### config.mk
export PLATFORM = sky130hd
export DESIGN_NAME = cs_cmd_mc
export DESIGN_NICKNAME = d
export VERILOG_FILES = /design/src/rtl/cs_cmd_mc.sv
export SDC_FILE = /design/constraint.sdc
export NUM_CORES = 1
export LEC_CHECK = 0
export CAP_MARGIN = 25
export CORE_AREA = 2 2 132 134
export DETAILED_ROUTE_END_ITERATION = 12
export DIE_AREA = 0 0 134 136
export SLEW_MARGIN = 20
export SYNTH_ARGS = -nofsm -noshare
export SYNTH_HDL_FRONTEND = slang
export SYNTH_SLANG_ARGS = --single-unit
### constraint.sdc
create_clock -name sys_clk -period 2.9 [get_ports sys_clk]
set_clock_uncertainty 0.05 [all_clocks]
set_input_delay 0.58 -clock sys_clk [delete_from_list [all_inputs] [get_ports sys_clk]]
set_output_delay 0.58 -clock sys_clk [all_outputs]
set_load 0.02 [all_outputs]
### src/rtl/cs_cmd_mc.sv
// Multi-channel command sequencer: brings up MAC/FIFO/ADC blocks, then runs
// concurrent ADC-acquisition and UDP-transmit loops guarded by watchdogs.
module cs_cmd_mc #(
    parameter int               ADC_NUM  = 4,
    parameter int               CNT_W    = 8,
    parameter int               FIFO_NUM = 3,
    parameter int               RST_CYC  = 4,
    parameter int               WDG_W    = 16,
    parameter logic [WDG_W-1:0] WDG_MAX  = 16'hFFFF
) (
    input  logic                sys_clk,
    input  logic                rst_sys,
    output logic                rst_run,
    input  logic [ADC_NUM-1:0]  adc_en,
    input  logic [CNT_W-1:0]    adc_cnt,
    input  logic [FIFO_NUM-1:0] fifo_full,
    input  logic                fs_adc,
    input  logic                fs_udp_rx,
    output logic                fs_mac2fifoc,
    input  logic                fd_mac2fifoc,
    output logic                fs_fifoc2cs,
    input  logic                fd_fifoc2cs,
    output logic                fd_udp_rx,
    output logic                fs_adc_check,
    input  logic [ADC_NUM-1:0]  fd_adc_check,
    output logic                fs_adc_conf,
    input  logic [ADC_NUM-1:0]  fd_adc_conf,
    output logic                fs_adc_read,
    input  logic [ADC_NUM-1:0]  fd_adc_read,
    output logic                fs_adc_fifo,
    input  logic                fd_adc_fifo,
    output logic                fs_udp_tx,
    output logic                fs_fifod2mac,
    input  logic                fd_fifod2mac,
    output logic                fd_udp_tx,
    output logic [CNT_W-1:0]    frame_num,
    output logic [CNT_W-1:0]    miss_cnt,
    output logic                err,
    output logic [2:0]          err_code
);

    typedef enum logic [2:0] {M_IDLE, M_RESET, M_INIT, M_WORK, M_ERR} main_t;
    typedef enum logic [2:0] {I_IDLE, I_FFCK, I_UTOF, I_FTOC, I_URXD, I_ADCK, I_CONF, I_LAST} init_t;
    typedef enum logic [2:0] {A_IDLE, A_WAIT, A_READ, A_FIFO, A_LAST} adc_t;
    typedef enum logic [1:0] {E_IDLE, E_WAIT, E_CAL, E_SEND} eth_t;

    localparam int               RC_W     = (RST_CYC > 1) ? $clog2(RST_CYC) : 1;
    localparam logic [RC_W-1:0]  RC_LAST  = RC_W'(RST_CYC - 1);
    localparam logic [WDG_W-1:0] WDG_LAST = WDG_MAX - 1'b1;

    main_t main_q, main_d;
    init_t init_q, init_d, init_n;
    adc_t  adc_q, adc_d, adc_n;
    eth_t  eth_q, eth_d, eth_n;

    logic [RC_W-1:0]    rst_cnt_q, rst_cnt_d;
    logic [ADC_NUM-1:0] en_q, en_d;
    logic               fs_adc_q;
    logic [CNT_W-1:0]   frame_q, frame_d, miss_q, miss_d;
    logic [WDG_W-1:0]   wdg_i_q, wdg_i_d, wdg_a_q, wdg_a_d, wdg_e_q, wdg_e_d;
    logic [2:0]         code_q, code_d, err_req;
    logic               rst_run_q, rst_run_d;

    logic adc_edge, chk_done, conf_done, read_done;
    logic init_wait, adc_wait, eth_wait;
    logic exp_i, exp_a, exp_e, ovf;

    assign adc_edge  = fs_adc & ~fs_adc_q;
    assign chk_done  = &(fd_adc_check | ~en_q);
    assign conf_done = &(fd_adc_conf | ~en_q);
    assign read_done = &(fd_adc_read | ~en_q);

    assign init_wait = (init_q != I_IDLE) && (init_q != I_LAST);
    assign adc_wait  = (adc_q == A_READ) || (adc_q == A_FIFO);
    assign eth_wait  = (eth_q == E_SEND);

    // Natural sub-FSM successors, before the main FSM forces them idle.
    always_comb begin
        init_n = init_q;
        case (init_q)
            I_IDLE:  init_n = I_FFCK;
            I_FFCK:  if (~|fifo_full)  init_n = I_UTOF;
            I_UTOF:  if (fd_mac2fifoc) init_n = I_FTOC;
            I_FTOC:  if (fd_fifoc2cs)  init_n = I_URXD;
            I_URXD:  if (~fs_udp_rx)   init_n = I_ADCK;
            I_ADCK:  if (chk_done)     init_n = I_CONF;
            I_CONF:  if (conf_done)    init_n = I_LAST;
            I_LAST:  init_n = I_LAST;
            default: init_n = I_IDLE;
        endcase

        adc_n = adc_q;
        case (adc_q)
            A_IDLE:  adc_n = A_WAIT;
            A_WAIT:  if (adc_edge)    adc_n = A_READ;
            A_READ:  if (read_done)   adc_n = A_FIFO;
            A_FIFO:  if (fd_adc_fifo) adc_n = A_LAST;
            A_LAST:  adc_n = A_WAIT;
            default: adc_n = A_IDLE;
        endcase

        eth_n = eth_q;
        case (eth_q)
            E_IDLE:  eth_n = E_WAIT;
            E_WAIT:  if ((adc_cnt != '0) && (frame_q >= adc_cnt)) eth_n = E_CAL;
            E_CAL:   eth_n = E_SEND;
            E_SEND:  if (fd_fifod2mac) eth_n = E_WAIT;
            default: eth_n = E_IDLE;
        endcase
    end

    assign exp_i = init_wait && (init_n == init_q) && (wdg_i_q == WDG_LAST);
    assign exp_a = adc_wait  && (adc_n == adc_q)   && (wdg_a_q == WDG_LAST);
    assign exp_e = eth_wait  && (eth_n == eth_q)   && (wdg_e_q == WDG_LAST);
    assign ovf   = (adc_q == A_LAST) && (eth_q != E_CAL) && (&frame_q);

    always_comb begin
        err_req = 3'd0;
        if (exp_i)      err_req = 3'd1;
        else if (exp_a) err_req = 3'd2;
        else if (exp_e) err_req = 3'd3;
        else if (ovf)   err_req = 3'd4;

        main_d = main_q;
        case (main_q)
            M_IDLE:  if (fs_udp_rx) main_d = M_RESET;
            M_RESET: if (rst_cnt_q == RC_LAST) main_d = M_INIT;
            M_INIT:  if (err_req != 3'd0) main_d = M_ERR;
                     else if (init_q == I_LAST) main_d = M_WORK;
            M_WORK:  if (err_req != 3'd0) main_d = M_ERR;
                     else if (fs_udp_rx) main_d = M_IDLE;
            M_ERR:   if (fs_udp_rx) main_d = M_RESET;
            default: main_d = M_IDLE;
        endcase

        rst_cnt_d = (main_q == M_RESET) ? rst_cnt_q + 1'b1 : '0;
        rst_run_d = (main_d == M_RESET);

        code_d = code_q;
        if ((main_d == M_ERR) && (main_q != M_ERR))     code_d = err_req;
        if ((main_d == M_RESET) && (main_q != M_RESET)) code_d = 3'd0;

        en_d = ((main_d == M_INIT) && (main_q != M_INIT)) ? adc_en : en_q;

        // Sub-FSMs drop to IDLE on the same edge the main FSM leaves their phase.
        init_d = ((main_d == M_INIT) && (main_q == M_INIT)) ? init_n : I_IDLE;
        adc_d  = ((main_d == M_WORK) && (main_q == M_WORK)) ? adc_n  : A_IDLE;
        eth_d  = ((main_d == M_WORK) && (main_q == M_WORK)) ? eth_n  : E_IDLE;

        wdg_i_d = (init_d != init_q) ? '0 : (init_wait ? wdg_i_q + 1'b1 : wdg_i_q);
        wdg_a_d = (adc_d != adc_q)   ? '0 : (adc_wait  ? wdg_a_q + 1'b1 : wdg_a_q);
        wdg_e_d = (eth_d != eth_q)   ? '0 : (eth_wait  ? wdg_e_q + 1'b1 : wdg_e_q);

        frame_d = frame_q;
        miss_d  = miss_q;
        if (main_d == M_RESET) begin
            frame_d = '0;
            miss_d  = '0;
        end else begin
            if (!ovf)
                frame_d = frame_q + CNT_W'(adc_q == A_LAST)
                                  - ((eth_q == E_CAL) ? adc_cnt : '0);
            if (adc_edge && (main_q == M_WORK) && (adc_q != A_WAIT) && ~&miss_q)
                miss_d = miss_q + 1'b1;
        end
    end

    always_ff @(posedge sys_clk) begin
        if (rst_sys) begin
            main_q    <= M_IDLE;
            init_q    <= I_IDLE;
            adc_q     <= A_IDLE;
            eth_q     <= E_IDLE;
            rst_cnt_q <= '0;
            en_q      <= '0;
            fs_adc_q  <= 1'b0;
            frame_q   <= '0;
            miss_q    <= '0;
            wdg_i_q   <= '0;
            wdg_a_q   <= '0;
            wdg_e_q   <= '0;
            code_q    <= 3'd0;
            rst_run_q <= 1'b1;
        end else begin
            main_q    <= main_d;
            init_q    <= init_d;
            adc_q     <= adc_d;
            eth_q     <= eth_d;
            rst_cnt_q <= rst_cnt_d;
            en_q      <= en_d;
            fs_adc_q  <= fs_adc;
            frame_q   <= frame_d;
            miss_q    <= miss_d;
            wdg_i_q   <= wdg_i_d;
            wdg_a_q   <= wdg_a_d;
            wdg_e_q   <= wdg_e_d;
            code_q    <= code_d;
            rst_run_q <= rst_run_d;
        end
    end

    assign rst_run      = rst_run_q;
    assign fs_mac2fifoc = (init_q == I_UTOF);
    assign fs_fifoc2cs  = (init_q == I_FTOC);
    assign fd_udp_rx    = (init_q == I_URXD);
    assign fs_adc_check = (init_q == I_ADCK);
    assign fs_adc_conf  = (init_q == I_CONF);
    assign fs_adc_read  = (adc_q == A_READ);
    assign fs_adc_fifo  = (adc_q == A_FIFO);
    assign fs_udp_tx    = (eth_q == E_SEND);
    assign fs_fifod2mac = (eth_q == E_SEND);
    assign fd_udp_tx    = fd_fifod2mac;
    assign frame_num    = frame_q;
    assign miss_cnt     = miss_q;
    assign err          = (main_q == M_ERR);
    assign err_code     = code_q;

endmodule

# Word-level counts from Yosys, hierarchy flattened

Index checks and enable logic that the tools add are counted.

Register bits after elaboration: 86
Bits in latches: 0
Output and inout port bits: 31
Bits in writable memories: 0
Logic and storage cells: 137
ROM bits: 0
Input port bits: 35
Memories: 0

Add/sub/neg operators: 7
Divide/modulo/power cells: 0
Reductions and logical operators: 41
Shift-type cells: 0
$mul: 0
Mux-type cells: 29
Eq/ne operators: 38
Bitwise logic cells: 7
$lt $le $gt $ge: 1

Operator list:

| cell                  | count |
|---|---|
| $mux 3                | 21 |
| $add 16x1->16 const B | 3 |
| $eq 16x16->1 const B  | 3 |
| $eq 3x2->1 const B    | 8 |
| $pmux 3 s4            | 2 |
| $pmux 3 s8            | 1 |
| $eq 3x3->1 const B    | 7 |
| $logic_and 1x1->1     | 18 |
| $reduce_and 8->1      | 2 |
| $reduce_or 2->1       | 8 |
| $eq 3x1->1 const B    | 4 |
| $or 4x4->4            | 3 |
| $reduce_and 4->1      | 3 |
| $logic_not 3->1       | 3 |
| $add 8x1->8           | 1 |
| $add 8x1->8 const B   | 1 |
| $ge 8x8->1            | 1 |
| $mux 8                | 1 |
| $pmux 2 s4            | 1 |
| $reduce_bool 8->1     | 1 |
| $sub 8x8->8           | 1 |
| $eq 2x2->1 const B    | 3 |
| $eq 3x3->1            | 2 |
| $mux 2                | 3 |
| other kinds (17)      | 22 |

# Longest topological paths before layout

Gate-level depths: netlist of the first run.

Word-level depth: 18
Depth in mapped cells: 15
Gate-level depth less buffers: 14

# Least setup slack after synthesis of the first run

Ideal clock, no wire load.

Kind: register -> register
Start: register eth_q[1]
End: register frame_q[7], in the netlist frame_num[7]
Required time: 2.722 ns
Setup slack: 0.212 ns
Clock period less this slack: 2.688 ns
Path buffers: 1
Arrival: 2.510 ns
Stages on the path, launching flop included: 13
Setup time: 0.128 ns
Path through: dfxtp_1 nor2b_1 clkbuf_1 nand2_1 ha_1 ha_1 a21o_1 a21oi_1 nor2b_1 o21a_1 o41a_1 xnor2_1 a21oi_1

Longest elaborated chain between the ends: 13
Elaborated cells between the ends (all ways): 25
Those cells by class: 1 x add/sub; 6 x eq/ne; 11 x mux; 7 x reduce/logical

Ends and longest elaborated chain:

| item                                     | line     | RTL |
|---|---|---|
| start: declaration                       | 54       | `eth_t eth_q, eth_d, eth_n;` |
| start signal: assignment                 | 188      | `eth_q <= eth_d;` |
| $eq 2x2->1, or another cell as far along | 75, 103  |  |
| $pmux 2 s4                               | 103      | `case (eth_q)` |
| $eq 2x2->1                               | 114      | `assign exp_e = eth_wait && (eth_n == eth_q) && (wdg_e_q == WDG_LAST);` |
| $logic_and 1x1->1 (2 in series)          | 114      |  |
| $mux 3                                   | 121      | `else if (exp_e) err_req = 3'd3;` |
| $mux 3                                   | 120      | `else if (exp_a) err_req = 3'd2;` |
| $mux 3                                   | 119      | `if (exp_i) err_req = 3'd1;` |
| $reduce_bool 3->1                        | 128, 130 |  |
| $mux 3, on equally long branches         | 130, 128 |  |
| $pmux 3 s4                               | 125      | `case (main_q)` |
| $eq 3x1->1                               | 156      | `if (main_d == M_RESET) begin` |
| $reduce_or 2->1 (no line)                | n/a      |  |
| end signal: assignment                   | 192      | `frame_q <= frame_d;` |
| end: declaration                         | 59       | `logic [CNT_W-1:0] frame_q, frame_d, miss_q, miss_d;` |

Several ways; a longest one is shown, not always the timed one.
A chain may end at the register's enable or synchronous reset.

# Final worst setup path of the first run

Start: input adc_cnt[1]
End: register wdg_e_q[8]

Longest elaborated chain between the ends: 18
Elaborated cells between the ends (all ways): 20
Those cells by class: 1 x order compare; 3 x eq/ne; 9 x mux; 7 x reduce/logical

Ends and longest elaborated chain:

| item                                                   | line     | RTL |
|---|---|---|
| start: declaration                                     | 15       | `input logic [CNT_W-1:0] adc_cnt,` |
| $ge 8x8->1 / $reduce_bool 8->1 (equally long branches) | 105      | `E_WAIT: if ((adc_cnt != '0) && (frame_q >= adc_cnt)) eth_n = E_CAL;` |
| $logic_and 1x1->1 *                                    | 105      |  |
| $mux 2 *                                               | 105      |  |
| $pmux 2 s4 *                                           | 103      |  |
| $eq 2x2->1                                             | 114      |  |
| $logic_and 1x1->1 (2 in series)                        | 114      |  |
| $mux 3                                                 | 121      |  |
| $mux 3                                                 | 120      |  |
| $mux 3                                                 | 119      |  |
| $reduce_bool 3->1                                      | 128, 130 |  |
| $mux 3, on equally long branches                       | 130, 128 |  |
| $pmux 3 s4                                             | 125      |  |
| $eq 3x2->1                                             | 148      | `eth_d = ((main_d == M_WORK) && (main_q == M_WORK)) ? eth_n : E_IDLE;` |
| $logic_and 1x1->1                                      | 148      |  |
| $mux 2 *                                               | 148      |  |
| $ne 2x2->1 *                                           | 152      | `wdg_e_d = (eth_d != eth_q) ? '0 : (eth_wait ? wdg_e_q + 1'b1 : wdg_e_q);` |
| $reduce_or 2->1 (no line) *                            | n/a      |  |
| end signal: assignment                                 | 196      | `wdg_e_q <= wdg_e_d;` |
| end: declaration                                       | 60       | `logic [WDG_W-1:0] wdg_i_q, wdg_i_d, wdg_a_q, wdg_a_d, wdg_e_q, wdg_e_d;` |

Mark *: on every way between the ends. The rest lies on a longest branch, timed or not.

==> results of run 1 <==
## power breakdown
group	switching, W	internal, W
clock network	0.000494	0.000784
registers	0.00000432	0.00118
logic	0.0000597	0.0000759
total	0.000558	0.00205
## stage by stage
| step | worst slack [ns] | setup TNS [ns] | cells | power [W] |
|---|---|---|---|---|
| final | 0.183 | 0 | 899 | 0.00260 |
| after global routing | 0.00538 | 0 | 899 | 0.00270 |
| after CTS | 0.0636 | 0 | 899 | 0.00264 |
| after detailed placement | -0.181 | -6.04 | 883 | 0.00135 |
| after global placement | -0.185 | -6.99 | 883 | 0.00135 |
| after floorplan | 0.212 | 0 | 568 | 0.00127 |
## timing repair
item / 4_1_cts / 5_1_grt
endpoints found under the setup margin: 0 / 1
gates resized for setup: 0 / 1
buffers inserted: 0 / 0
hold endpoints to repair: 0 / 0
hold buffers: 0 / 0
## worst max-delay path: stages
cell and delay (ns):
clkdlybuf4s50_1 0.49, buf_4 0.12, inv_1 0.03, ha_1 0.26, a21o_1 0.10, a211oi_1 0.06
or3_1 0.34, a31oi_1 0.22, buf_4 0.16, a2bb2oi_2 0.29, buf_4 0.21, nor2_1 0.05
## routing by layer
metal,global-route usage,share of wire,vias to the layer above
met5,0,0,-
met4,0.0325,0.011,0
met1,0.167,0.50,1917
li1,-,-,2181
met3,0.0347,0.045,10
met2,0.215,0.45,71
## area by class of cell
type | count | area (um2)
multi-input cells | 430 | 2970
flip-flops and latches | 86 | 1720
clock buffers | 10 | 239
fillers | 1715 | 10400
clock inverters | 6 | 92.6
well taps | 225 | 282
repair buffers | 114 | 1030
inverters | 28 | 105
## flip-flops by register name, indices dropped and copies added (netlist names)
signal,cells
init_q,3
rst_cnt_q,2
miss_cnt,8
adc_q,3
frame_num,8
err_code,3
wdg_e_q,16
rst_run,1
eth_q,2
en_q,4
main_q,3
fs_adc_q,1
wdg_a_q,16
wdg_i_q,16
## final timing paths
| check | startpoint | endpoint | slack [ns] | cells after the start |
|---|---|---|---|---|
| setup reg to reg | eth_q[1] | frame_num[7] | 0.33 | 11 |
| hold reg to reg | rst_cnt_q[0] | rst_cnt_q[0] | 0.39 | 1 |
| setup / recovery | adc_cnt[1] | wdg_e_q[8] | 0.18 | 12 |
| hold / removal | rst_cnt_q[0] | rst_cnt_q[0] | 0.39 | 1 |
## cells by family (layout without fill, tap and decap cells)
logic type	count (synthesis)	after routing	share of synthesized area
AO/OA/AOI/OAI	84	84	0.131
XOR/XNOR	60	60	0.107
buffers and inverters	52	158	0.0470
flip-flops	86	86	0.350
multiplexers	8	8	0.0180
adder cells (fa/ha/maj)	31	31	0.0803
AND/OR/NAND/NOR	247	247	0.267
## Yosys cell counts, drive strengths merged, types with 3 or more instances
cell type	instances	area share
nor2	75	0.063
nor3	15	0.015
o21ai	10	0.010
and2	10	0.013
a211oi	21	0.043
xor2	36	0.064
a21oi	27	0.027
inv	28	0.021
nand2	38	0.030
nor4	10	0.013
a211o	3	0.0053
xnor2	24	0.043
dfxtp	86	0.35
ha	30	0.076
nand2b	16	0.020
or3	4	0.0051
nand4	17	0.022
clkbuf	12	0.0091
and4	6	0.011
buf	12	0.017
nor2b	13	0.017
mux2i	7	0.016
a21o	5	0.0076
and3	10	0.013
nand3	21	0.025
==> results.md, run 1 <==
* Fraction of registers with async set/reset at 0
* Gate Count Post-Synth at 568
* Nets at ~740
* PwrDens at 404 nW/um2
* Most frequent cells in the layout: 85 x dfxtp_1, 65 x clkdlybuf4s50_1, 64 x nor2_1
* Commonest non-fill, non-tap cell in the layout: dfxtp_1
* Worst Max-Slew Pin Slew at between 0.4 and 0.5 ns
* Layout cell share with drive strength beyond 1 at 0.151
* Post-synthesis sequential area ratio at 0.350
* Post-Syn Area at around 4900 um2
* Cell Area, Placed at around 6100 um2
* Starting DRT DRC Count at approximately 210
* Final setup fails at 0
* Worst skew pair latency at ~0.34 ns
* HPWL Detailed at between 8 and 9 mm
* Flops & latches, synth at 86
* Critical Path RT at 3.08 ns
* Crit Path Class: in2reg
* Vias/cell at 4.65
* GR Overflow Total at 0
* Crit. End Element: flip-flop
* Initial antenna violation count at 0
* Status: complete, no violations
* Hold WC Path Type: reg2reg
* H-tree levels at 3
* Post-Route WL at 11.3 mm
* Die Area at 18200 um2
* Clock Pin Slew Worst Setup and Hold Paths at approximately 0.070 ns
* CP startpoint kind: input pin
* Syn_nets at about 630
* Final Hold Fails at 0
* Final worst path period share at 0.937
* Ys flop type: dfxtp_1
* RSZ-0062 raised after global routing: false
* Post-route ant nets at 0
* Die Width at 134 um
* Layout Utilization at 0.382
* Num CTS Buffers at 9
* DRC viols at 0
* Placeable Area at ~17000 um2
* Cell row count at 48
* Critical path arrival at just under 3 ns
* YS warnings at 0
* Vias in the first global route at between 4000 and 5000
* Normalized max-slew margin at 0.680
* CP Max Fanout at 6
* Clock sink count at between 80 and 90
* Synth cell types at 60
* Io pins at 66
* Final Hold Slack at a little under 0.4 ns
* Maximum vdd drop at between 0.0003 and 0.0004 V
* Layout area overhead at 30.8%
* Vias at between 4000 and 5000
* Gr usage total at 0.130
* Number of synthesized flops with an enable pin at 0
* Leak pwr at between 2 and 2.5 nW
* Die height at 136 um
* Clock buffer depth at 2
* Initial Util at 0.292
* Mean Syn Cell Area at ~8.7 um2
* Final Cell Area at 6440 um2
* Slew Viols, Final at 0
* Antenna cells at 0
* Root Driver: clkbuf_16
* First-pass GRT wire length at about 19 mm
* Max Clock Freq at roughly 0.37 GHz
* Pin count of the biggest net entering global routing at 18
* Max-cap violations at 0
* GP Congestion at around 0.85
* Final min period at roughly 2.7 ns
* Avg WL per Cell at around 13 um
* TritonCTS clock tree: yes
* TritonRoute pass-1 iters at 4
* PortBufs at 65
No activity file was read; power rests on OpenSTA's default activity.
==> run 2, diff against run 1 <==
ABC_AREA = 0   (was not set)
==> results of run 2 <==
The final DEF is identical to that of run 1; final timing and power are the same.
